$ cat src/rtl/gray_to_rgb565_ise_pkg.sv
// gray_to_rgb565_ise_pkg: opcodes, FSM states and RGB565 field widths shared by the gray<->RGB565 ISEs.
package gray_to_rgb565_ise_pkg;
    localparam int R_W = 5;
    localparam int G_W = 6;
    localparam int B_W = 5;
    typedef enum logic [1:0] {
        OP_CONVERT_LOW = 2'd0,
        OP_FETCH_HIGH  = 2'd1,
        OP_CLEAR       = 2'd2,
        OP_RSVD        = 2'd3
    } opcode_e;
    typedef enum logic [1:0] {
        IDLE = 2'd0,
        CALC = 2'd1,
        DONE = 2'd2
    } state_e;
endpackage

$ cat src/rtl/gray8_to_rgb565.sv
// gray8_to_rgb565: expands one 8-bit gray level to RGB565 by truncating the top bits into each field.
module gray8_to_rgb565
    import gray_to_rgb565_ise_pkg::*;
(
    input  logic [7:0]  gray,
    output logic [15:0] rgb
);
    assign rgb = {gray[7 -: R_W], gray[7 -: G_W], gray[7 -: B_W]};
endmodule

$ cat src/rtl/gray_to_rgb565_ise.sv
// gray_to_rgb565_ise: custom instruction expanding packed gray pixels to RGB565, with a holding buffer for the upper pair.
module gray_to_rgb565_ise
    import gray_to_rgb565_ise_pkg::*;
#(
    parameter logic [7:0] customInstructionId = 8'd0,
    parameter bit         SWAP_PIXELS         = 1'b0
)
(
    input  logic        clock,
    input  logic        nReset,
    input  logic        start,
    input  logic [31:0] valueA,
    input  logic [31:0] valueB,
    input  logic [7:0]  iseId,
    output logic        done,
    output logic [31:0] result
);
    state_e      state, state_nxt;
    opcode_e     op_q;
    logic [31:0] a_q;
    logic [15:0] hold;
    logic        hold_valid;
    logic        accept;
    logic        conv_ok;
    logic        unused_b;
    logic [7:0]  g_lo, g_hi;
    logic [15:0] px_lo, px_hi;
    logic [31:0] word;

    assign accept   = start && (iseId == customInstructionId);
    assign unused_b = ^valueB[31:2];
    assign done     = (state == DONE);

    always_comb begin
        state_nxt = IDLE;
        state_nxt = (state == IDLE) ? (accept ? CALC : IDLE) :
                    (state == CALC) ? DONE : IDLE;
    end

    // FETCH_HIGH reuses the same expanders on the buffered upper pair.
    always_comb begin
        g_lo    = (op_q == OP_FETCH_HIGH) ? hold[7:0]  : a_q[7:0];
        g_hi    = (op_q == OP_FETCH_HIGH) ? hold[15:8] : a_q[15:8];
        word    = SWAP_PIXELS ? {px_lo, px_hi} : {px_hi, px_lo};
        conv_ok = (op_q == OP_CONVERT_LOW) || ((op_q == OP_FETCH_HIGH) && hold_valid);
    end

    gray8_to_rgb565 u_lo (.gray(g_lo), .rgb(px_lo));
    gray8_to_rgb565 u_hi (.gray(g_hi), .rgb(px_hi));

    always_ff @(posedge clock or negedge nReset) begin
        if (!nReset) state <= IDLE;
        else         state <= state_nxt;
    end

    always_ff @(posedge clock or negedge nReset) begin
        if (!nReset) begin
            a_q        <= '0;
            op_q       <= OP_CONVERT_LOW;
            hold       <= '0;
            hold_valid <= 1'b0;
            result     <= '0;
        end else begin
            if (state == IDLE && accept) begin
                a_q  <= valueA;
                op_q <= opcode_e'(valueB[1:0]);
            end
            result <= (state == CALC && conv_ok) ? word : 32'h0;
            if (state == CALC) begin
                case (op_q)
                    OP_CONVERT_LOW: begin
                        hold       <= a_q[31:16];
                        hold_valid <= 1'b1;
                    end
                    OP_FETCH_HIGH: hold_valid <= 1'b0;
                    OP_CLEAR: begin
                        hold       <= '0;
                        hold_valid <= 1'b0;
                    end
                    default: ;
                endcase
            end
        end
    end
endmodule

$ cat config.mk
export PLATFORM = sky130hd
export DESIGN_NAME = gray_to_rgb565_ise
export DESIGN_NICKNAME = d
export VERILOG_FILES = /design/src/rtl/gray_to_rgb565_ise_pkg.sv /design/src/rtl/gray8_to_rgb565.sv /design/src/rtl/gray_to_rgb565_ise.sv
export SDC_FILE = /design/constraint.sdc
export NUM_CORES = 1
export LEC_CHECK = 0
export ABC_CLOCK_PERIOD_IN_PS = 4800
export BUFFER_PORTS_ARGS = -buffer_cell sky130_fd_sc_hd__buf_4
export CORE_ASPECT_RATIO = 0.5
export CORE_MARGIN = 8
export CORE_UTILIZATION = 52
export CTS_BUF_LIST = sky130_fd_sc_hd__clkbuf_4 sky130_fd_sc_hd__clkbuf_8
export CTS_CLUSTER_SIZE = 30
export DETAILED_ROUTE_END_ITERATION = 8
export GPL_ROUTABILITY_DRIVEN = 0
export GPL_TIMING_DRIVEN = 0
export PLACE_DENSITY = 0.95
export SLEW_MARGIN = 10
export SYNTH_ARGS = -nofsm -noshare
export SYNTH_HDL_FRONTEND = slang
export SYNTH_SLANG_ARGS = --single-unit
$ cat constraint.sdc
create_clock -name clock -period 4.8 [get_ports clock]
set_input_delay 0.96 -clock clock [delete_from_list [all_inputs] [get_ports clock]]
set_output_delay 0.96 -clock clock [all_outputs]
set_load 0.1 [all_outputs]
==> results.cfg <==
[worst_setup_path]
start_kind = flip-flop
critPathMaxStageDelay_ns = 0.42
worstPathCellList = nor2b_1 -> buf_4
crit_family = flip-flops
critical_path_required_ns = 3.84
cp.arrival_ns = 1.17
crit_type = flip-flop to primary output
reg2reg_to = a_q[2]
critPathBufInv = 1
crit_fanout = 4
ff2ff_path_depth = 4
r2r_slack_ns = 3.03
worstSetupEndpointType = primary output
crit_slowest_cell = dfrtp_1
rr_startpoint = state[0]

[placed_design]
dp.cells = 313
dp_hpwl_um = 4210
io_buffers = 69

[yosys]
synth_top_family_by_area = multiplexers
synthAdderAreaFrac_pct = 2.07
synth-simple-area-share_pct = 9.11
syn-num-nets = 266
synth.distinct_cells = 23
synthMuxAreaShare_pct = 20.0
avgSynthCellArea_um2 = 12.9
synthCells = 187
ys_seq_area_share_pct = 54.9
syn_area_um2 = 2420
yosysWarningCount = 0
ys_ff_latch = 53
synth_compound_area_share_pct = 3.31
synth-xor-area-share_pct = 0

[power_and_ir_drop]
power.leakage_nw = 1.64
ir_drop_v = 0.000154
power_density_nw_per_um2 = 286
power_w = 0.000898

[clock_tree]
cts.repair.resized = 0
htree_levels = 2
clk_latency_ns = 0.32
clkSlewWorstSetupHoldPaths_ns = 0.10
cts_tree = done
cts_buffer_depth = 2
cts.sinks = 53
cts_buffers = 5
cts_hold_buf = 0
post-cts-setup-buffer-count = 0
cts_root_buf = clkbuf_8

[run_status]
status = complete, no violations

[final_layout]
drive_gt1_share_pct = 48.9
layout.cells.non_filler = 321
diodes = 0
area_growth_pct = 30.1
layout.nets = 342
fill_cells = 290

[route]
postRouteAntennaNets = 0
drtIter0Drc = 73
drcViolationCount = 0
wl_per_cell_um = 17.5
first_pass_iters = 4
vias = 1617
viasPerCell = 5.04
wl_um = 5610

[hold_path]
min_to = a_q[14]
hp-start = a_q[14]
min_path_cells = 1
hp-class = flip-flop to flip-flop

[global_routing]
antenna_found_initial = 0
grt_max_degree = 54
grt_overflow = 0
grt_use_total_pct = 16.0
grt_pass1_vias = 1820
grt_pass1_wl_um = 9200

[sta]
setup_viol = 0
rsz0062_at_grt = no
slew_violations = 0
skew_ns = 0.0123
fin_setup_tns_ns = 0
fin_crit_sh_pct = 44.4
max_clock_freq_ghz = 0.469
tightestPinTransition_ns = 0.636
hold_violations = 0
relSlewSlack_pct = 57.6
period_minus_slack_ns = 2.13

[floorplanning]
fp.dieW_um = 112
ios = 108
rows = 17
dieArea_um2 = 7220
start_util_pct = 54.4
die-height_um = 64.2
core_area_um2 = 4450

[job]
max_cap_viol_count = 0
metrics by stage:
stage	hold slack [ns]	worst slack, ns	cell area [µm²]	util [%]
finish	0.520	2.67	3140	70.7
global route	0.532	2.62	3140	70.7
CTS	0.521	2.66	3140	70.7
detailed placement	0.496	2.41	3010	67.6
global placement	0.486	2.43	3010	67.6
floorplan	0.479	2.11	2420	-
worst register-to-register path: cells and delay by family (launching register included):
kind	cells	cell delay, ns
buffers and inverters	1	0.27
DFF	1	0.42
muxes	1	0.31
and+or+nand+nor	2	0.67
per-layer routing:
layer / share of wire (%) / vias to the layer above / GRT usage [%] / routed length [µm]
met5: 0 / - / 0 / 0
met4: 2.5 / 0 / 8.15 / 140
met3: 6.0 / 12 / 4.78 / 338
met2: 50 / 66 / 27.7 / 2820
met1: 41 / 777 / 17.9 / 2310
li1: - / 762 / - / -
power by group:
group          internal [W]  switching (W)
Sequential         0.000458     0.00000855
Combinational     0.0000390      0.0000271
Clock              0.000210       0.000156
worst max path at each step:
stage | cells after the start | startpoint | slack [ns] | end
3_5_place_dp | 5 | iseId[0] | 2.41 | a_q[2]
6_report | 2 | state[1] | 2.67 | done
4_1_cts | 2 | state[1] | 2.66 | done
3_3_place_gp | 5 | iseId[0] | 2.43 | a_q[3]
5_1_grt | 2 | state[1] | 2.62 | done
2_1_floorplan | 1 | state[1] | 2.11 | done
area by class of cell:
type / instances / area, µm² / share of cell area (%)
multi-input cells: 90 / 835 / 26.5
flip-flops and latches: 53 / 1330 / 42.2
repair buffers: 69 / 518 / 16.5
clock buffers: 5 / 68.8 / 2.19
inverters: 15 / 56.3 / 1.79
well taps: 57 / 71.3 / 2.27
clock inverters: 3 / 68.8 / 2.19
plain buffers: 29 / 200 / 6.37
synthesized netlist by cell type, drive strengths merged:
library cell | instances | share of area, %
a21oi | 1 | 0.21
nor4 | 1 | 0.52
nor2 | 13 | 2.0
a21o | 1 | 0.31
o21a | 1 | 0.31
dfrtp | 53 | 55
nand2 | 1 | 0.16
nor3 | 1 | 0.21
buf | 23 | 7.3
ha | 4 | 2.1
inv | 15 | 2.3
mux2 | 26 | 15
nand3 | 1 | 0.41
mux2i | 12 | 5.0
nand4b | 12 | 4.3
nor3b | 1 | 0.31
o21ai | 12 | 2.5
clkbuf | 6 | 0.93
nor2b | 2 | 0.52
nor4b | 1 | 0.62
placed cells by master, fill, tap and decap left out:
cell and count:
a21o_1 1, a21oi_1 1, buf_2 1, buf_4 89
buf_6 2, bufinv_16 2, clkbuf_1 6, clkbuf_8 5
dfrtp_1 53, ha_1 4, inv_1 15, inv_6 1
mux2_2 7, mux2_4 19, mux2i_1 12, nand2_1 1
nand3_2 1, nand4b_1 12, nor2_1 13, nor2b_1 2
nor3_1 1, nor3b_1 1, nor4_2 1, nor4b_2 1
o21a_1 1, o21ai_0 12
sequential cells by signal (all words and copies together) (netlist names):
name	cells
result	12
hold_valid	1
state	2
op_q	2
a_q	24
hold	12
logic make-up after synthesis:
family          Yosys count
compound gates           15
fa+ha+maj                 4
mux                      38
buf+inv                  44
flops                    53
simple gates             33
Note: power is estimated with default switching activity, not from simulation.
